[src/rtl/face_box_sender.sv]
// face_box_sender
//   Turns locally detected face boxes into a UDP payload for the host.
//   A send request snapshots BOX_NUM box coordinate sets and pulses trig
//   towards udp_packet. udp_packet then pulls payload bytes one at a time
//   with tx_read_en. Each byte is returned with one cycle of read latency.
//
//   Payload: MAGIC, seq, then six bytes per box (MSB first) of the
//   48-bit word {pad, sx, sy, ex, ey}. Box 0 occupies the LSBs of the
//   flat coordinate inputs.
//
//   Optional build macro FACE_BOX_SENDER_CHKSUM_EN appends one trailing
//   byte. That byte is the XOR of all preceding payload bytes.
//
// Ports
//   clk          rgmii_clk
//   rstn         asynchronous active-low reset
//   send         single-cycle send request
//   start_xs     box start x, BOX_NUM x XW bits
//   start_ys     box start y, BOX_NUM x YW bits
//   end_xs       box end x,   BOX_NUM x XW bits
//   end_ys       box end y,   BOX_NUM x YW bits
//   trig         one-cycle pulse to udp_packet
//   tx_read_en   byte request from udp_packet
//   tx_data      payload byte, valid the cycle after tx_read_en
//   tx_data_len  payload length in bytes (constant)
//   busy         high from accept until the last byte is served or timeout
//   drop         one-cycle pulse: request rejected or timed out
module face_box_sender #(
    parameter int         BOX_NUM = 2,
    parameter int         H_ACT   = 1280,
    parameter int         V_ACT   = 720,
    parameter logic [7:0] MAGIC   = 8'hA5,
    parameter int         TIMEOUT = 65535
) (
    input  logic                               clk,
    input  logic                               rstn,
    input  logic                               send,
    input  logic [BOX_NUM*$clog2(H_ACT)-1:0]   start_xs,
    input  logic [BOX_NUM*$clog2(V_ACT)-1:0]   start_ys,
    input  logic [BOX_NUM*$clog2(H_ACT)-1:0]   end_xs,
    input  logic [BOX_NUM*$clog2(V_ACT)-1:0]   end_ys,
    output logic                               trig,
    input  logic                               tx_read_en,
    output logic [7:0]                         tx_data,
    output logic [15:0]                        tx_data_len,
    output logic                               busy,
    output logic                               drop
);

    localparam int XW       = $clog2(H_ACT);
    localparam int YW       = $clog2(V_ACT);
    localparam int BW       = 2 * XW + 2 * YW;
    localparam int BASE_LEN = 2 + 6 * BOX_NUM;
`ifdef FACE_BOX_SENDER_CHKSUM_EN
    localparam int LEN      = BASE_LEN + 1;
`else
    localparam int LEN      = BASE_LEN;
`endif
    localparam int IW       = $clog2(LEN);
    localparam int SLOTS    = 1 << IW;
    localparam int WW       = $clog2(TIMEOUT + 1);

    typedef enum logic [1:0] {
        S_IDLE,
        S_ARM,
        S_WAIT,
        S_SEND
    } state_t;

    state_t              state, state_d;
    logic                busy_d, trig_d, drop_d;
    logic [7:0]          tx_data_d;
    logic [IW-1:0]       idx, idx_d;
    logic [WW-1:0]       wcnt, wcnt_d;
    logic [7:0]          seq, seq_d;
    logic                snap_load;

    logic [BOX_NUM*XW-1:0] snap_sx, snap_ex;
    logic [BOX_NUM*YW-1:0] snap_sy, snap_ey;

    logic [7:0]          pay [SLOTS];
    logic [47:0]         word;
`ifdef FACE_BOX_SENDER_CHKSUM_EN
    logic [7:0]          chk;
`endif

    assign tx_data_len = 16'(LEN);

    // Coordinate snapshot. Box inputs are quasi-static and are sampled only
    // at accept, so the packet in flight is immune to later input changes.
    always_ff @(posedge clk or negedge rstn) begin
        if (!rstn) begin
            snap_sx <= '0;
            snap_sy <= '0;
            snap_ex <= '0;
            snap_ey <= '0;
        end else if (snap_load) begin
            snap_sx <= start_xs;
            snap_sy <= start_ys;
            snap_ex <= end_xs;
            snap_ey <= end_ys;
        end
    end

    // Flat payload image built from the snapshot and the current seq.
    // Unused slots above LEN-1 stay zero, so indexing with idx is always in range.
    always_comb begin
        word = '0;
`ifdef FACE_BOX_SENDER_CHKSUM_EN
        chk  = '0;
`endif
        for (int unsigned s = 0; s < SLOTS; s++) begin
            pay[s] = '0;
        end
        pay[0] = MAGIC;
        pay[1] = seq;
        for (int unsigned b = 0; b < BOX_NUM; b++) begin
            word         = '0;
            word[BW-1:0] = {snap_sx[b*XW +: XW], snap_sy[b*YW +: YW],
                            snap_ex[b*XW +: XW], snap_ey[b*YW +: YW]};
            for (int unsigned k = 0; k < 6; k++) begin
                pay[2 + 6*b + k] = word[47 - 8*k -: 8];
            end
        end
`ifdef FACE_BOX_SENDER_CHKSUM_EN
        for (int unsigned s = 0; s < BASE_LEN; s++) begin
            chk = chk ^ pay[s];
        end
        pay[BASE_LEN] = chk;
`endif
    end

    // All outputs are registered. trig is set on the accept edge, so it is
    // high for exactly the cycle the FSM spends in ARM.
    always_ff @(posedge clk or negedge rstn) begin
        if (!rstn) begin
            state   <= S_IDLE;
            busy    <= 1'b0;
            trig    <= 1'b0;
            drop    <= 1'b0;
            tx_data <= 8'h00;
            idx     <= '0;
            wcnt    <= '0;
            seq     <= 8'h00;
        end else begin
            state   <= state_d;
            busy    <= busy_d;
            trig    <= trig_d;
            drop    <= drop_d;
            tx_data <= tx_data_d;
            idx     <= idx_d;
            wcnt    <= wcnt_d;
            seq     <= seq_d;
        end
    end

    always_comb begin
        state_d   = state;
        busy_d    = busy;
        trig_d    = 1'b0;
        drop_d    = 1'b0;
        tx_data_d = tx_data;
        idx_d     = idx;
        wcnt_d    = wcnt;
        seq_d     = seq;
        snap_load = 1'b0;

        case (state)
            S_IDLE: begin
                if (tx_read_en) begin
                    tx_data_d = 8'h00;
                end
                if (send) begin
                    snap_load = 1'b1;
                    busy_d    = 1'b1;
                    trig_d    = 1'b1;
                    state_d   = S_ARM;
                end
            end

            S_ARM: begin
                if (tx_read_en) begin
                    tx_data_d = 8'h00;
                end
                if (send) begin
                    drop_d = 1'b1;
                end
                idx_d   = '0;
                wcnt_d  = '0;
                state_d = S_WAIT;
            end

            S_WAIT: begin
                if (send) begin
                    drop_d = 1'b1;
                end
                if (tx_read_en) begin
                    tx_data_d = pay[idx];
                    idx_d     = idx + 1'b1;
                    state_d   = S_SEND;
                end else if (wcnt == WW'(TIMEOUT - 1)) begin
                    // Timed out after TIMEOUT idle WAIT cycles; seq is kept
                    // so the next packet reuses the same sequence number.
                    drop_d  = 1'b1;
                    busy_d  = 1'b0;
                    state_d = S_IDLE;
                end else begin
                    wcnt_d = wcnt + 1'b1;
                end
            end

            S_SEND: begin
                // A send here, including on the last-byte cycle, is rejected.
                if (send) begin
                    drop_d = 1'b1;
                end
                if (tx_read_en) begin
                    tx_data_d = pay[idx];
                    if (idx == IW'(LEN - 1)) begin
                        busy_d  = 1'b0;
                        seq_d   = seq + 8'd1;
                        state_d = S_IDLE;
                    end else begin
                        idx_d = idx + 1'b1;
                    end
                end
            end

            default: begin
                state_d = S_IDLE;
            end
        endcase
    end

endmodule

[config.mk]
export PLATFORM = sky130hd
export DESIGN_NAME = face_box_sender
export DESIGN_NICKNAME = d
export VERILOG_FILES = /design/src/rtl/face_box_sender.sv
export SDC_FILE = /design/constraint.sdc
export NUM_CORES = 1
export LEC_CHECK = 0
export BUFFER_PORTS_ARGS = -buffer_cell sky130_fd_sc_hd__buf_2
export CORE_MARGIN = 2
export CORE_UTILIZATION = 52
export CTS_BUF_LIST = sky130_fd_sc_hd__clkbuf_8
export DETAILED_ROUTE_END_ITERATION = 7
export PLACE_DENSITY_LB_ADDON = 0.08
export REMOVE_ABC_BUFFERS = 1
export SLEW_MARGIN = 10
export SYNTH_ARGS = -nofsm -noshare
export SYNTH_HDL_FRONTEND = slang
export SYNTH_SLANG_ARGS = --single-unit
[constraint.sdc]
create_clock -name clk -period 1.85 [get_ports clk]
set_clock_uncertainty 0.1 [all_clocks]
set_input_delay 0.0925 -clock clk [delete_from_list [all_inputs] [get_ports clk]]
set_output_delay 0.0925 -clock clk [all_outputs]
set_load 0.02 [all_outputs]
==> summary.md, run 1 <==
| Metric | Value |
|---|---|
| Syn_area_per_cell | 12.1 µm² |
| Warnings, synthesis | 0 |
| Worst-path cell chain | inv_2, ha_1, and4_2, nand3_2, buf_6, buf_4, o211ai_1, xor2_1, nor2_1 |
| Fin crit share | 96.7% |
| Fin cells | 870 |
| CTS tree | done |
| Initial antenna violation count | 0 |
| Post-route antenna net violation count | 0 |
| Share of post-route cells with drive strength above 1 | 39.3% |
| Drt initial violations | 290 |
| Largest net degree at the start of global routing | 43 |
| Overall power | 10.9 mW |
| Placed cells | 751 |
| Core footprint | 0.0115 mm² |
| Total CTS buffers | 17 |
| GRT overflow | 0 |
| Chip Width | 112 µm |
| Final setup viols | 0 |
| Worst min-delay path class | in2reg |
| WHS | 31.1 ps |
| Main combinational cell family by area after synthesis | multiplexers |
| Worst path slowest cell | dfrtp_1 |
| Final worst slack | about 61 ps |
| Via count | 4682 |
| DPL Wire Length | 9680 µm |
| Asr flop ratio synth | between 90% and 100% |
| Clk slew on worst S/H paths | roughly 70 ps |
| Final WL | 14500 µm |
| Register area share after synthesis | 51.1% |
| Area grow syn2layout | 35.7% |
| Row cnt | 39 |
| Area contributors post-synth | dfrtp_1 (51%), mux2_2 (17%), mux2i_1 (3.8%) |
| Tightest Pin Transition | around 570 ps |
| Die height | 112 µm |
| Clock Path Buffers | 2 |
| First-pass DRT Iterations | 4 |
| Crit path DAT | ~2000 ps |
| Crit-path max cell delay | 390 ps |
| Max-cap violations | 0 |
| Setup WS pre-CTS | 21.9 ps |
| EDFF count, synth | 0 |
| PD cells | 1310 mW/mm² |
| CP bufs+invs | 3 |
| Most frequent cells in the layout | dfrtp_1 (123), buf_2 (97), mux2_2 (93) |
| Startpoint Class | flip-flop |
| Mapped Cells | 505 |
| Synth Area in Adders | between 1 and 1.5% |
| Gpl congestion | 0.777 |
| Post-layout min period | 1790 ps |
| Inserted Diodes | 0 |
| #FFs+latches synth | 125 |
| Top cell type's share of synthesized area | 51.1% |
| Hold Fails Final Rpt | 0 |
| Vias in the first global route | approximately 4900 |
| Leading area contributor after synthesis | dfrtp_1 |
| Htree depth | 4 |
| CP max FO | 8 |
| Via density | 5.38 |
| Clock Latency Late Sink | 430 ps |
| Worst Path Required | 2070 ps |
| Sink Count | 125 |
| Final routed DRC violation total | 0 |
| Initial core utilization | 53.4% |
| Max Transition Viols Final | 0 |
| RSZ-0062 raised after global routing | yes |
| Layout net count | just over 800 |
| Post-synthesis mux area share | roughly 22% |
| Top Family by Delay on Critical Path | flip-flops |
| Worst Setup Path Type | reg2reg |
| Worst slew margin | around 62% |
| Post-synthesis xor/xnor area fraction | under 10% |
| Commonest non-fill, non-tap cell in the layout | dfrtp_1 |
| Max Freq | 0.559 GHz |
| Clock root buffer master | clkbuf_8 |
| PortBufs | 98 |
| Die area | roughly 0.013 mm² |
| Top_reg_cell synth | dfrtp_1 |
| DR WL/cell | roughly 17 µm |
| Maximum vdd drop | roughly 0.8 mV |
| Leakage | 4.03 nW |
| Crit path capture type | flip-flop |
| Status | finished, final reports clean |
| Fin util | between 70% and 80% |
| Global-route wire length before repair | 24300 µm |
| Cell Area, Synth | 0.00612 mm² |
| Unique masters post-synth | 50 |
| I/O pins | 115 |
| Simple-Gate Fraction of Synth Area | 8.34% |
| Complex-gate fraction of the synthesized area | 8.79% |
| Gr usage total | 24.3% |
final timing paths:
check	start	to	slack, ps	depth (start not counted)
worst max register to register	wcnt[0]	wcnt[8]	60	9
worst min register to register	tx_data[2]	tx_data[2]	400	1
worst max-delay path	wcnt[0]	wcnt[8]	60	9
worst min-delay path	tx_read_en	tx_data[0]	30	3
min in group asynchronous	rstn	snap_sx[7]	110	2
max in group asynchronous	rstn	snap_ex[3]	890	3
synth_stat cells, types with 2 or more instances:
library cell and count:
a31oi_1 5, conb_1 2, a32oi_1 2, mux2_2 93, and3_1 6, o32ai_1 3
or3_1 2, buf_4 23, mux4_2 4, nor2_1 29, buf_2 11, o21ai_0 17
and4_2 2, dfrtp_1 125, buf_6 4, a211oi_1 3, o211ai_1 2, xor2_1 9
nand4_1 7, inv_1 16, a221oi_1 5, clkbuf_1 8, a21oi_1 17, nand2_1 20
o221ai_1 9, clkbuf_2 2, o22ai_1 2, a32o_1 4, mux2i_1 23, nand3_1 8
and2_1 2, a22oi_1 4, nor3_1 8, xnor2_1 6, and4_1 3, ha_1 5
layout make-up:
type	instances	area, µm²
inverters	16	60.1
clock buffers	19	262
flip-flops and latches	125	3130
fillers	791	3160
multi-input cells	330	2720
well taps	143	179
repair buffers	224	1740
clock inverters	13	219
kinds of logic (layout without fill, tap and decap cells):
group	after synthesis	after routing
other cells	2	16
simple gates	95	95
flops	125	125
compound gates	79	79
fa+ha+maj	5	5
xor+xnor	15	15
buf+inv	64	272
mux	120	120
registers in the layout, indices dropped and copies added (netlist names):
| register | count |
|---|---|
| tx_data | 8 |
| idx | 4 |
| snap_ey | 20 |
| wcnt | 16 |
| snap_sx | 22 |
| trig | 1 |
| snap_ex | 22 |
| state | 2 |
| seq | 8 |
| drop | 1 |
| snap_sy | 20 |
| busy | 1 |
layer usage:
metal,GRT usage (%),routed length [µm]
met3,6.43,640
met5,0,0
met1,31.8,6470
met2,39.5,7150
met4,8.46,231
repair_timing:
item,4_1_cts,5_1_grt
hold buffers,86,0
gates resized for setup,1,14
endpoints found under the setup margin,1,14
endpoints found under the hold margin,181,0
pin swaps,0,2
buffers inserted,0,1
metrics by stage:
step | setup TNS (ps) | instance area (µm²)
detailed placement | 0 | 6900
global route | -129 | 8300
finish | 0 | 8300
global placement | 0 | 6900
CTS | 0 | 8250
floorplan | -140710 | 5860
where the power goes:
part	leakage, nW	switching (mW)	internal, mW
Clock	0.243	1.06	1.80
Sequential	1.67	0.660	3.68
Combinational	2.12	1.75	1.92
worst reg2reg max path: cells and delay by family, from the launching register on:
kind | cells | cell delay [ps]
compound gates | 1 | 180
flops | 1 | 390
simple gates | 3 | 370
fa+ha+maj | 1 | 120
xor+xnor | 1 | 160
buf+inv | 3 | 350
No activity file was read; power rests on OpenSTA's default activity.
==> run 2, diff against run 1 <==
- CORE_UTILIZATION: 52 -> 60
- clock period: 1.85 -> 2.1 ns (I/O delays scaled with it)
==> summary.md, run 2 (same netlist as run 1, synthesis figures left out) <==
| Metric | Value |
|---|---|
| Fin util | 82.4% (+10 points) |
| Gpl congestion | 0.793 (+2.0%) |
| Worst Path Required | 2340 ps (+270 ps) |
| Initial antenna violation count | 1 (+1) |
| Via density | 5.63 (+4.6%) |
| Gr usage total | 28.7% (+4.4 points) |
| Total CTS buffers | 17 (unchanged) |
| R2R depth | 5 (-4) |
| Placed cells | 723 (-3.7%) |
| Fin area | 0.00809 mm² (-2.6%) |
| Crit Reg-Reg Startpoint | idx[0] |
| GRT overflow | 0 (unchanged) |
| Sink Count | 125 (unchanged) |
| Drt initial violations | 248 (-14%) |
| Biggest registers after layout | snap_ex: 22 flops, snap_sx: 22 flops |
| Clk slew on worst S/H paths | 80 ps (about the same) |
| Via count | 4746 (+1.4%) |
| Most frequent cells in the layout | dfrtp_1 (124), buf_2 (97), mux2_2 (93) |
| Initial core utilization | 62.3% (+9.0 points) |
| DR WL/cell | 17.8 µm (+6.8%) |
| Hold Fails Final Rpt | 0 (unchanged) |
| Maximum vdd drop | 0.738 mV (-9.4%) |
| Layout net count | 789 (-2.2%) |
| DPL Wire Length | 9070 µm (-6.4%) |
| PD cells | 1150 mW/mm² (-12%) |
| Clock root buffer master | clkbuf_8 |
| Fillers | 571 (-28%) |
| Register area | 0.00313 mm² (about the same) |
| R2R Setup Slk | 140 ps (+80 ps) |
| Crit path DAT | 2200 ps (+190 ps) |
| CTS tree | done |
| Setup TNS | 0 ps (unchanged) |
| PortBufs | 98 (unchanged) |
| Clock Path Buffers | 2 (unchanged) |
| Multi-input logic area | 0.00268 mm² (-1.3%) |
| Post-route antenna net violation count | 0 (unchanged) |
| Chip Width | 105 µm (-6.7%) |
| Clock Latency Late Sink | 450 ps (+20 ps) |
| Status | finished, final reports clean |
| Die area | 0.0110 mm² (-13%) |
| First-pass DRT Iterations | 5 (+1) |
| Worst min-delay path class | in2async |
| Largest net degree at the start of global routing | 52 (+21%) |
| Global-route wire length before repair | 24500 µm (+1.1%) |
| Max-cap violations | 0 (unchanged) |
| Fin cells | 843 (-3.1%) |
| Row cnt | 36 (-7.7%) |
| Final WL | 15000 µm (+3.5%) |
| Tightest Pin Transition | 533 ps (-37.4 ps) |
| Worst Setup Path Type | reg2reg |
| Startpoint Class | flip-flop |
| Max Transition Viols Final | 0 (unchanged) |
| Worst slew margin | 64.5% (+2.5 points) |
| Final routed DRC violation total | 0 (unchanged) |
| Commonest non-fill, non-tap cell in the layout | dfrtp_1 |
| Vias in the first global route | 4895 (+0.41%) |
| Die height | 105 µm (-6.7%) |
| Area grow syn2layout | 32.2% |
| Fin crit share | 93.1% (-3.6 points) |
| CP max FO | 21 (+13) |
| I/O pins | 115 (unchanged) |
| WHS | 89.3 ps (+58.2 ps) |
| Core footprint | 0.00982 mm² (-14%) |
| Leakage | 3.93 nW (-2.4%) |
| Reg2reg end | tx_data[3] |
| Cell Area, Placed | 0.00675 mm² (-2.2%) |
| Post-layout min period | 1960 ps (+166 ps) |
| Max Freq | 0.512 GHz (-8.5%) |
| Share of post-route cells with drive strength above 1 | 36.0% (-3.4 points) |
| Crit path capture type | flip-flop |
| Htree depth | 4 (unchanged) |
| RSZ-0062 raised after global routing | no |
| Final setup viols | 0 (unchanged) |
==> run 2: routing by layer <==
| metal | track usage [%] | share of wire (%) | vias to the layer above |
|---|---|---|---|
| li1 | - | - | 2182 |
| met1 | 36.6 | 42 | 2348 |
| met2 | 47.6 | 51 | 186 |
| met3 | 6.43 | 5.6 | 30 |
| met4 | 11.6 | 2.3 | 0 |
| met5 | 0 | 0 | - |
==> run 2: layout make-up <==
class | count | area share, %
Multi-Input combinational cell | 330 | 33.2
Antenna cell | 1 | 0.0309
Timing Repair Buffer | 206 | 19.7
Clock inverter | 14 | 2.49
Sequential cell | 125 | 38.7
Tap cell | 133 | 2.06
Inverter | 16 | 0.742
Clock buffer | 18 | 3.06
==> run 2: metrics by stage <==
stage | setup WS, ps | power [mW]
6_report | 145 | 9.33
5_1_grt | 4.94 | 9.82
4_1_cts | 40.3 | 9.27
3_5_place_dp | 42.6 | 6.75
3_3_place_gp | 135 | 6.62
2_1_floorplan | -1270 | 5.68
==> run 2: timing repair <==
item,CTS,global route
buffers inserted,0,0
hold buffers,87,0
endpoints found under the setup margin,0,9
gates resized for setup,0,3
endpoints found under the hold margin,176,0
==> run 2: worst max-delay path, stage by stage, from the launching register on <==
cell and delay [ps]:
dfrtp_4 580, buf_4 310, nand2b_1 250, nor2_1 80, a211o_1 270, a32o_1 250
==> run 2: how the worst max path moves through the flow <==
stage               startpoint    endpoint  slack [ps]  cells after the start
global route           wcnt[0]     wcnt[0]           5                      7
CTS                    wcnt[0]     wcnt[3]          40                      7
finish                  idx[0]  tx_data[3]         140                      5
global placement       wcnt[0]     wcnt[0]         130                      7
floorplan             state[0]  snap_ex[0]       -1270                      3
detailed placement     wcnt[0]     wcnt[3]          40                      7
==> run 2: power by group <==
part	internal [mW]	total [mW]	switching, mW
clock	1.43	2.40	0.976
sequential	3.24	3.92	0.681
combinational	1.55	3.00	1.45
total	6.22	9.33	3.11
